### src/rtl/regfile_wb_arbiter.sv
// regfile_wb_arbiter
//   Owns the single write port of the register file. After reset it clears
//   every register (one per cycle). It then arbitrates the write port between
//   core writeback and an IO/debug requester, briefly stalling the core when
//   the IO request has lost arbitration MAX_WAIT times in a row.
//
// Ports
//   clk, reset     rising-edge clock, synchronous active-high reset
//   core_wb_*      core writeback request (en/addr/data), valid every cycle
//   io_req/addr/data  IO write request, held by the requester until io_ack
//   io_ack         one-cycle pulse, aligned with the rf write it caused
//   core_stall     combinational; core must not commit or advance while high
//   ready          clear sequence complete, register file contents valid
//   rf_we/waddr/wdata  registered register-file write port
module regfile_wb_arbiter #(
   parameter int ADDR_W   = 5,
   parameter int DATA_W   = 32,
   parameter int MAX_WAIT = 4
) (
   input  logic              clk,
   input  logic              reset,
   input  logic              core_wb_en,
   input  logic [ADDR_W-1:0] core_wb_addr,
   input  logic [DATA_W-1:0] core_wb_data,
   input  logic              io_req,
   input  logic [ADDR_W-1:0] io_addr,
   input  logic [DATA_W-1:0] io_data,
   output logic              io_ack,
   output logic              core_stall,
   output logic              ready,
   output logic              rf_we,
   output logic [ADDR_W-1:0] rf_waddr,
   output logic [DATA_W-1:0] rf_wdata
);

   localparam int CNT_W = $clog2(MAX_WAIT + 1);
   localparam logic [CNT_W-1:0]  CNT_MAX  = CNT_W'(MAX_WAIT);
   localparam logic [ADDR_W-1:0] IDX_LAST = '1;

   typedef enum logic {
      ST_CLEAR,
      ST_RUN
   } state_t;

   state_t              state_q;
   logic [ADDR_W-1:0]   clr_idx_q;
   logic [CNT_W-1:0]    starve_cnt_q, starve_cnt_d;
   logic                ready_q;
   logic                io_ack_q;
   logic                rf_we_q;
   logic [ADDR_W-1:0]   rf_waddr_q;
   logic [DATA_W-1:0]   rf_wdata_q;

   logic io_pending;
   logic force_io;
   logic grant_io;
   logic grant_core;

   // Arbitration only opens once ready is registered, i.e. one cycle after the
   // last clear write, so the clear never overlaps a functional write and the
   // core stays stalled for the whole sequence.
   // A request still high during its own ack cycle has already been served.
   assign io_pending = io_req && !io_ack_q;
   assign force_io   = ready_q && io_pending && (starve_cnt_q == CNT_MAX);
   assign grant_core = ready_q && !force_io && core_wb_en;
   assign grant_io   = ready_q && (force_io || (!core_wb_en && io_pending));
   assign core_stall = !ready_q || force_io;

   // NOTE: every always_comb output gets a default first so no path can
   // leave it unassigned and infer a latch.
   always_comb begin
      starve_cnt_d = starve_cnt_q;
      if (!ready_q || !io_req || grant_io) begin
         starve_cnt_d = '0;
      end else if (io_pending && grant_core && (starve_cnt_q != CNT_MAX)) begin
         starve_cnt_d = starve_cnt_q + 1'b1;
      end
   end

   // NOTE: state is updated with non-blocking assignments only, so every
   // register samples the pre-edge values regardless of statement order.
   always_ff @(posedge clk) begin
      if (reset) begin
         state_q      <= ST_CLEAR;
         clr_idx_q    <= '0;
         starve_cnt_q <= '0;
         ready_q      <= 1'b0;
         io_ack_q     <= 1'b0;
         rf_we_q      <= 1'b0;
         rf_waddr_q   <= '0;
         rf_wdata_q   <= '0;
      end else begin
         starve_cnt_q <= starve_cnt_d;
         unique case (state_q)
            ST_CLEAR: begin
               rf_we_q    <= 1'b1;
               rf_waddr_q <= clr_idx_q;
               rf_wdata_q <= '0;
               io_ack_q   <= 1'b0;
               clr_idx_q  <= clr_idx_q + 1'b1;
               if (clr_idx_q == IDX_LAST) begin
                  state_q <= ST_RUN;
               end
            end
            ST_RUN: begin
               ready_q  <= 1'b1;
               io_ack_q <= grant_io;
               // x0 is hard-wired to zero: the request is consumed but the
               // write enable is suppressed.
               if (grant_io) begin
                  rf_we_q    <= (io_addr != '0);
                  rf_waddr_q <= io_addr;
                  rf_wdata_q <= io_data;
               end else if (grant_core) begin
                  rf_we_q    <= (core_wb_addr != '0);
                  rf_waddr_q <= core_wb_addr;
                  rf_wdata_q <= core_wb_data;
               end else begin
                  rf_we_q <= 1'b0;
               end
            end
            default: state_q <= ST_CLEAR;
         endcase
      end
   end

   assign io_ack   = io_ack_q;
   assign ready    = ready_q;
   assign rf_we    = rf_we_q;
   assign rf_waddr = rf_waddr_q;
   assign rf_wdata = rf_wdata_q;

endmodule

### config.mk
export PLATFORM = sky130hd
export DESIGN_NAME = regfile_wb_arbiter
export DESIGN_NICKNAME = d
export VERILOG_FILES = /design/src/rtl/regfile_wb_arbiter.sv
export SDC_FILE = /design/constraint.sdc
export NUM_CORES = 1
export LEC_CHECK = 0
export BUFFER_PORTS_ARGS = -buffer_cell sky130_fd_sc_hd__buf_2
export CAP_MARGIN = 5
export CORE_UTILIZATION = 29
export CTS_CLUSTER_SIZE = 30
export DETAILED_ROUTE_END_ITERATION = 10
export PLACE_DENSITY = 0.62
export SYNTH_ARGS = -nofsm -noshare
export SYNTH_HDL_FRONTEND = slang
export SYNTH_SLANG_ARGS = --single-unit
### constraint.sdc
create_clock -name clk -period 3.3 [get_ports clk]
set_input_delay 0.66 -clock clk [delete_from_list [all_inputs] [get_ports clk]]
set_output_delay 0.66 -clock clk [all_outputs]
set_load 0.03 [all_outputs]
==> run summary <==
H-Tree Depth -> 2
Seq cells post-synth -> 49
DRT Pass-1 Iters -> 4
GRT overflow -> 0
Max Slew Vio Count -> 0
Max rail drop VDD -> 0.206 mV
Largest net degree at the start of global routing -> 48
DRC errors left -> 0
Clock Path Buffers -> 2
Setup slack after layout -> 1.20 ns
Yosys top cell area share -> 44.2%
Largest area contributor in the netlist -> dfxtp_1
Post-CTS Resized -> 0
Final setup viols -> 0
Synth cell types -> 30
Die Y -> 89.5 µm
Die width -> 89.5 µm
Max-cap violation count -> 0
Fmax -> 476 MHz
Number of buffers created by CTS -> 5
Layout area overhead -> 34.8%
Crit path max fanout -> 19
Startpoint Class -> flop
CTS tree -> built
Tightest Pin Transition -> 0.804 ns
Pre-CTS WS -> 0.907 ns
Final core occ -> 40.8%
Skew-Pair Late Insertion Delay -> 0.30 ns
Fin. Hold Viols -> 0
Worst Hold Class -> reg2reg
Syn_nets -> 316
Ys async rst share -> 0%
Setup_tns -> 0 ns
IO Pins -> 119
CP Capture Type -> flop
RePlAce Congestion -> 0.727
Post-CTS setup buffers -> 0
Syn_area_per_cell -> 9.48 µm²
Post-synth top cells -> dfxtp_1 (49), mux2i_1 (40), o21ai_0 (33), a21oi_1 (32), nor2_1 (13)
Status -> completed
IO buf count -> 118
Worst r2r src -> starve_cnt_q[0]
Vias in the first global route -> 2052
Yosys warns -> 0
Dpl hpwl -> 4.09 mm
Hold slack final -> 0.539 ns
CORE AREA -> 7330 µm²
Fillers -> 769
Data required, critical path -> 3.46 ns
Nets -> 427
Crit path DAT -> 2.26 ns
Clock transition at path regs -> 0.09 ns
Synthesized area -> 2220 µm²
Post-synthesis sequential area ratio -> 44.2%
Max transition margin -> 46.4%
Synth Flop Type -> dfxtp_1
Detailed Route WL -> 5.63 mm
CP Launch Point -> starve_cnt_q[0]
Final cell count without fillers -> 445
Global-route wire length before repair -> 9.10 mm
Crit share post-route -> 63.6%
GRT Overall Usage -> 14.8%
Min cycle time layout -> 2.10 ns
Routed Antenna Nets -> 0
DR vias -> 2098
Hold-fix buffers, CTS -> 0
Cells after synthesis -> 234
Row count -> 31
Main area contributors after synthesis -> dfxtp_1 (44%), mux2i_1 (18%), o21ai_0 (7.4%)
LEAKAGE -> 0.00131 µW
DR iter-0 viols -> 49
Die area -> 8000 µm²
Clock skew -> 0.00753 ns
Most numerous cell in the Yosys netlist -> dfxtp_1
Placed cell count -> 437
Clock sink count -> 49
Initial antenna violation count -> 0
Setup Crit Path Kind -> reg2reg
Post-synth EDFFs -> 0
Root Driver -> clkbuf_8
Power Dens Cells -> 376 nW/µm²
Drt via density -> 4.71
Antenna diodes -> 0
RSZ-0062 raised after global routing -> no
Layout cells sized above 1 -> 39.0%
Routed len/inst -> 12.6 µm
Hold path startpoint -> rf_wdata[29]
Initial Util -> 30.3%
-- critical path: stages (launching register included) --
cell,delay [ns]
dfxtp_1,0.34
inv_1,0.07
ha_1,0.20
a21boi_2,0.08
and3b_2,0.58
buf_4,0.37
mux2i_1,0.22
a21oi_1,0.08
-- state kept, by name, indices dropped and copies added (netlist names) --
name          count
rf_wdata         32
clr_idx_q         5
rf_waddr          5
starve_cnt_q      3
io_ack            1
ready             1
rf_we             1
state_q           1
-- layer usage --
metal,global-route usage (%),up-vias,routed length (µm)
met1,17.4,956,2500
met4,4.91,0,61
met2,26.4,67,2760
li1,-,1068,-
met3,3.60,7,307
met5,0,-,0
-- cell usage in the layout (no fill, tap or decap), drive strengths merged --
| master | count |
|---|---|
| clkinvlp | 1 |
| nor3 | 2 |
| mux2i | 40 |
| xor2 | 3 |
| and2 | 1 |
| buf | 123 |
| or3 | 1 |
| nand2b | 6 |
| nand2 | 3 |
| nor2 | 13 |
| a21oi | 32 |
| clkinv | 1 |
| and2b | 1 |
| inv | 2 |
| a21boi | 1 |
| bufinv | 1 |
| nand3 | 1 |
| o32ai | 1 |
| clkbuf | 5 |
| and3b | 1 |
| nand4b | 6 |
| o21a | 1 |
| or4 | 1 |
| xnor2 | 2 |
| o221ai | 5 |
| o21ai | 33 |
| and3 | 3 |
| nor2b | 2 |
| dfxtp | 49 |
| nand4 | 1 |
| ha | 4 |
-- area by class of cell --
cell class,instances,area (µm²),area share (%)
Inverter,2,7.51,0.251
Timing Repair Buffer,123,628,21.0
Clock inverter,3,46.3,1.55
Clock buffer,5,68.8,2.30
Multi-Input combinational cell,164,1130,37.9
Sequential cell,49,981,32.8
Tap cell,99,124,4.14
-- cells by family (layout without fill, tap and decap cells) --
logic type	count (synthesis)	in the layout	share of synthesized area, %
AO/OA/AOI/OAI	73	73	17.9
XOR/XNOR	5	5	1.97
adder cells (fa/ha/maj)	4	4	2.26
buffers and inverters	21	133	4.85
flip-flops	49	49	44.2
multiplexers	40	40	18.0
AND/OR/NAND/NOR	42	42	10.8
-- metrics by stage --
step	area (µm²)	power [µW]
2_1_floorplan	2220	648
5_1_grt	2990	1170
4_1_cts	2990	1150
3_3_place_gp	2880	701
6_report	2990	1120
3_5_place_dp	2880	703
-- report_power, final --
part           total, µW  internal [µW]  switching, µW  leakage (µW)
clock                436            227            209     0.0000543
combinational       86.6           50.0           36.6      0.000860
sequential           602            597           5.01      0.000396
-- path summary, 6_finish.rpt --
kind | slack [ns] | end | cells past startpoint
worst min register to register | 0.54 | rf_wdata[29] | 2
worst max-delay path | 1.20 | rf_wdata[17] | 7
worst max register to register | 1.20 | rf_wdata[17] | 7
worst min-delay path | 0.54 | rf_wdata[29] | 2
Note: power is estimated with default switching activity, not from simulation.
